$ cat src/rtl/hazard_scoreboard.sv
// ID-stage hazard unit: a shift-register scoreboard of in-flight destinations drives stall/bubble control.
// Optional macro FORWARD_EN adds registered EX forwarding selects so that only load-use hazards stall.
module hazard_scoreboard #(
    parameter int REG_W      = 5,
    parameter int PIPE_DEPTH = 3,
    parameter int WB_BYPASS  = 0,
    parameter int CNT_W      = 16
) (
    input  logic             clk,
    input  logic             reset,
    input  logic             id_valid,
    input  logic [REG_W-1:0] id_rs,
    input  logic [REG_W-1:0] id_rt,
    input  logic             id_uses_rs,
    input  logic             id_uses_rt,
    input  logic             id_regwrite,
    input  logic [REG_W-1:0] id_rd,
    input  logic             id_memread,
    input  logic             flush,
    output logic             pc_write,
    output logic             if_id_write,
    output logic             control_mux,
    output logic             hazard,
    output logic [CNT_W-1:0] stall_count,
    output logic [2:0]       ex_fwd_a_sel,
    output logic [2:0]       ex_fwd_b_sel
);
    localparam int CMP_N = PIPE_DEPTH - WB_BYPASS;

    if (PIPE_DEPTH < 2 || PIPE_DEPTH > 8) begin : gBadDepth
        $error("hazard_scoreboard: PIPE_DEPTH must be in 2..8");
    end

    logic [PIPE_DEPTH-1:0]            entValid_q;
    logic [PIPE_DEPTH-1:0]            entLoad_q;
    logic [PIPE_DEPTH-1:0][REG_W-1:0] entRd_q;
    logic [CNT_W-1:0]                 stallCount_q;
    logic [PIPE_DEPTH-1:0]            matchRs;
    logic [PIPE_DEPTH-1:0]            matchRt;
    logic                             stall;
    logic                             insert;
    logic                             unusedSink;

    always_comb begin
        for (int i = 0; i < PIPE_DEPTH; i++) begin
            matchRs[i] = entValid_q[i] && (entRd_q[i] == id_rs) && (id_rs != '0);
            matchRt[i] = entValid_q[i] && (entRd_q[i] == id_rt) && (id_rt != '0);
        end
    end

`ifdef FORWARD_EN
    // Only a load still in EX cannot be bypassed in time; everything else forwards.
    assign stall = id_valid && !flush && entLoad_q[0] &&
                   ((id_uses_rs && matchRs[0]) || (id_uses_rt && matchRt[0]));
`else
    logic anyHit;

    always_comb begin
        anyHit = 1'b0;
        for (int i = 0; i < CMP_N; i++) begin
            anyHit = anyHit | (id_uses_rs && matchRs[i]) | (id_uses_rt && matchRt[i]);
        end
    end

    assign stall = id_valid && !flush && anyHit;
`endif

    // A stalled or flushed instruction never enters; the shift itself never freezes.
    assign insert = id_valid && id_regwrite && (id_rd != '0) && !stall && !flush;

    always_ff @(posedge clk) begin
        if (reset) begin
            entValid_q   <= '0;
            entLoad_q    <= '0;
            entRd_q      <= '0;
            stallCount_q <= '0;
        end else begin
            entValid_q <= {entValid_q[PIPE_DEPTH-2:0], insert};
            entLoad_q  <= {entLoad_q[PIPE_DEPTH-2:0], insert && id_memread};
            entRd_q    <= {entRd_q[PIPE_DEPTH-2:0], {REG_W{insert}} & id_rd};
            if (stall && (stallCount_q != '1)) begin
                stallCount_q <= stallCount_q + {{(CNT_W-1){1'b0}}, 1'b1};
            end
        end
    end

`ifdef FORWARD_EN
    logic [2:0] fwdASel_d;
    logic [2:0] fwdBSel_d;
    logic [2:0] fwdASel_q;
    logic [2:0] fwdBSel_q;

    // Scan oldest to youngest so the youngest matching producer overwrites.
    always_comb begin
        fwdASel_d = '0;
        fwdBSel_d = '0;
        if (id_valid && !stall && !flush) begin
            for (int i = PIPE_DEPTH - 2; i >= 0; i--) begin
                if (id_uses_rs && matchRs[i]) fwdASel_d = 3'(i + 1);
                if (id_uses_rt && matchRt[i]) fwdBSel_d = 3'(i + 1);
            end
        end
    end

    always_ff @(posedge clk) begin
        if (reset) begin
            fwdASel_q <= '0;
            fwdBSel_q <= '0;
        end else begin
            fwdASel_q <= fwdASel_d;
            fwdBSel_q <= fwdBSel_d;
        end
    end

    assign ex_fwd_a_sel = fwdASel_q;
    assign ex_fwd_b_sel = fwdBSel_q;
`else
    assign ex_fwd_a_sel = '0;
    assign ex_fwd_b_sel = '0;
`endif

    // Some scoreboard bits feed no compare in certain configurations (WB entry, load flags).
    assign unusedSink = ^{entValid_q, entLoad_q, entRd_q, matchRs, matchRt};

    assign pc_write    = !stall;
    assign if_id_write = !stall;
    assign hazard      = stall;
    assign control_mux = stall || flush;
    assign stall_count = stallCount_q;
endmodule
$ cat config.mk
export PLATFORM = sky130hd
export DESIGN_NAME = hazard_scoreboard
export DESIGN_NICKNAME = d
export VERILOG_FILES = /design/src/rtl/hazard_scoreboard.sv
export SDC_FILE = /design/constraint.sdc
export NUM_CORES = 1
export LEC_CHECK = 0
export BUFFER_PORTS_ARGS = -buffer_cell sky130_fd_sc_hd__buf_4
export CAP_MARGIN = 20
export CORE_MARGIN = 8
export CORE_UTILIZATION = 52
export CTS_CLUSTER_DIAMETER = 80
export DETAILED_ROUTE_END_ITERATION = 12
export GPL_TIMING_DRIVEN = 0
export PLACE_DENSITY = 0.81
export SLEW_MARGIN = 15
export SYNTH_ARGS = -nofsm -noshare
export SYNTH_HDL_FRONTEND = slang
export SYNTH_SLANG_ARGS = --single-unit
$ cat constraint.sdc
create_clock -name clk -period 2.7 [get_ports clk]
set_clock_uncertainty 0.15 [all_clocks]
set_input_delay 0.405 -clock clk [delete_from_list [all_inputs] [get_ports clk]]
set_output_delay 0.405 -clock clk [all_outputs]
set_load 0.005 [all_outputs]
==> summary.md <==
The flow ran to the end, and the final reports show no timing, DRC or antenna violations. Counting distinct cell types in the post-synthesis netlist gives 40. The post-synthesis to final-layout area growth is 24.67%.

Summed over all instances, the cell type with the most area after synthesis is dfxtp_1. Buffer cell driving the clock tree root: clkbuf_4. The via count of the first global-routing pass was 1,518.

The number of max-slew violations in the final report is 0. The async set-reset flop share out of synthesis works out to 0%. The largest individual stage delay along the critical path comes from the cell dfxtp_1. After global routing, the most crowded layer is met2. Setup repair after global routing could not meet its margin everywhere. Counting tap cells, the placed design contains a total of 295 instances.

The die covers 0.005663 sq mm. The logs give -0.1255 ns for the placement-stage worst setup slack and 5 for the CTS buffer count. Number of buffers added on ports: 40. The static leakage is 1.036 nW. The final setup slack of the worst path is 0.04426 ns. Sequential cells were found to cover 37.29% of the synthesized design area. Global routing finished with a remaining overflow of 0.

Category of the worst setup path capture point: an output port. The estimated wirelength of the detail-placed design came out at 3.288 mm. The cell count after synthesis is 204, and the maximum buffer depth of the clock tree is 2. The first routing iteration left 77 violations. Once the floorplan was initialized, standard cells occupied 54.28% of the core. The standard cell core area was 0.003363 sq mm; the ratio of total power to cell area was 378.7 mW/mm^2. In the post-synthesis netlist, the biggest area contributors are dfxtp_1 (37%), xor2_1 (12%), nor2b_1 (6.5%).

The run gives 0 as the max-cap violation count. The share of layout cells above drive strength 1 was 26.46%. The critical path is of the flip-flop to output port type. The detail-routed net length per standard cell is 14.32 um. The final period utilization was 98.36%; the critical path data required time was 2.14 ns.

In this run the mean area of a mapped cell was 8.949 sq um. Global routing consumed, on the met2 layer, 25.53% of the routing resources. The level count of the clock H-tree is 2, and the storage element area is 680.7 sq um. The run gives 0 as the number of antenna-violating nets in the routed design. The critical path buffer and inverter count came out at 2. The slew at the pin closest to its max-slew limit is 0.9369 ns, and the number of synthesis warnings is 0.

The tools report the residual DRC count as 0. The sort of element at the start of the critical path was a flip-flop. For the worst endpoint data arrival time, the log shows 2.10 ns. Ranked by instance count, the synthesized netlist is headed by dfxtp_1 (34), xor2_1 (24), nor2b_1 (19), nor2_1 (14), and3_1 (10).

The filler cells instantiated in the layout total 303. Global routing used 5.726% of the available met3 tracks. The share of the synthesized area in the top cell type was 37.29%; the global-route wire length before repair was 6.941 mm.

Maximum clock frequency: 376.5 MHz. The smallest clock period supported by the final layout is computed as 2.656 ns. The floorplan has 21 rows. TritonCTS built the clock tree. The tools report the maximum vdd drop as 0.0002763 V. Hold is met by 0.1226 ns. Last weighted congestion value of the routability-driven placer: 0.8236.

The total standard cell area after synthesis came out at 0.001826 sq mm. The tools report the number of search-and-repair iterations in the first detailed-routing pass as 4. The final layout contains 281 nets. In this design, the largest share of critical-path delay is due to simple AND/OR/NAND/NOR gates.

The most used flip-flop cell after synthesis is dfxtp_1. The run gives 303 as the final non-filler cell total. Headroom to the max-slew limit came out at 36.66%. The top fanout value on the critical path was 4; the clock latency at the later pin of the worst-skew pair was 0.34 ns. The number of hold buffers added after CTS was 0.

Die extent in x: 75.25 um. The logs give 0 for the final-report hold violation count and 0.001085 sq mm for the area of the multi-input gates. In this run, synthesis produced a sequential element count of 34.

Across every metal layer, demand over resource in global routing totals 15.98%. Walking the worst path, the cells encountered are xor2_1, nor4_1, and3_1, nor3_1, o22ai_2, nand2_1, buf_4, buf_4. After clock tree synthesis, the clock-pin slew on the worst setup and hold paths is 0.10 ns.

The number of synthesized flops with an enable pin was 0; the maximum cell stage delay along the critical path was 0.35 ns. In this design, the critical path's most frequently occurring cell is buf_4. Yosys instantiated no cell more often than dfxtp_1. In the global route stage, met1 resource usage came out at 19.18%. The floorplan step set the die height to 75.25 um. Number of sinks handled by clock tree synthesis: 34.

The logs give 0 for the final setup violation count and 4.340 mm for the sum of routed wire length over all layers. The run gives 0 as the antenna diode count. The number of top-level pins is 49.

The worst min-delay path category is input port to flip-flop. The initial antenna violation count came out at 0. Using the TritonRoute via totals, the vias-per-cell ratio works out to 5.380. The largest net degree at the start of global routing came out at 11.

For the total via count after detailed routing, the log shows 1,630.
placed cells by master, fill, tap and decap left out, types with 6 or more instances in the layout:
master / n
buf_4: 48
dfxtp_1: 34
xor2_1: 24
nor2b_1: 19
nor2_1: 14
and3_1: 10
xnor2_1: 9
and2_1: 8
nand2_1: 7
a21oi_1: 6
conb_1: 6
flip-flops by register name, indices dropped and copies added, names as in the netlist:
signal	count
stall_count	16
entValid_q	3
entRd_q	15
repair_timing:
item | 4_1_cts | 5_1_grt
pin swaps | 0 | 3
resized for setup | 1 | 2
setup buffers | 0 | 1
setup endpoints to repair | 1 | 2
final cells by class:
cell class                      count  share of cell area (%)
Inverter                            5                  0.8246
Multi-Input combinational cell    158                   47.66
Buffer                             12                   3.463
Sequential cell                    34                   29.91
Timing Repair Buffer               41                   13.52
Tap cell                           46                   2.529
Clock buffer                        5                   1.649
Clock inverter                      2                  0.4398
metrics by stage:
stage	instance area [sq um]	total power, mW	setup TNS (ns)	util, %
global placement	2202	0.6061	-0.7038	65.48
floorplan	1844	0.5632	0	-
global route	2276	0.9021	-0.2207	67.67
finish	2276	0.8620	0	67.67
CTS	2256	0.8651	0	67.08
detailed placement	2202	0.6079	-0.6875	65.48
power by group:
part	total [mW]	switching [mW]	internal [mW]
sequential	0.508	0.00311	0.504
combinational	0.0921	0.0456	0.0466
clock	0.262	0.169	0.0935
logic make-up after synthesis:
family          count (synthesis)  share of synthesized area (%)
simple gates                   88                          28.10
mux                             6                          3.906
compound gates                 24                          8.637
fa+ha+maj                       1                         0.6853
buf+inv                        17                          5.346
flops                          34                          37.29
xor+xnor                       33                          15.83
other cells                     1                         0.2054
final timing paths:
check / slack, ns / from / endpoint / cells after the start
setup reg to reg: 0.13 / entRd_q[3] / stall_count[9] / 9
hold / removal: 0.12 / id_rd[2] / entRd_q[2] / 2
hold reg to reg: 0.34 / entValid_q[1] / entValid_q[2] / 1
setup / recovery: 0.04 / entRd_q[3] / pc_write / 8
per-layer routing:
| layer | vias to the layer above | share of wire [%] |
|---|---|---|
| li1 | 807 | - |
| met1 | 776 | 45 |
| met2 | 40 | 47 |
| met3 | 7 | 6.6 |
| met4 | 0 | 1.3 |
| met5 | - | 0 |
No activity file was read; power rests on OpenSTA's default activity.
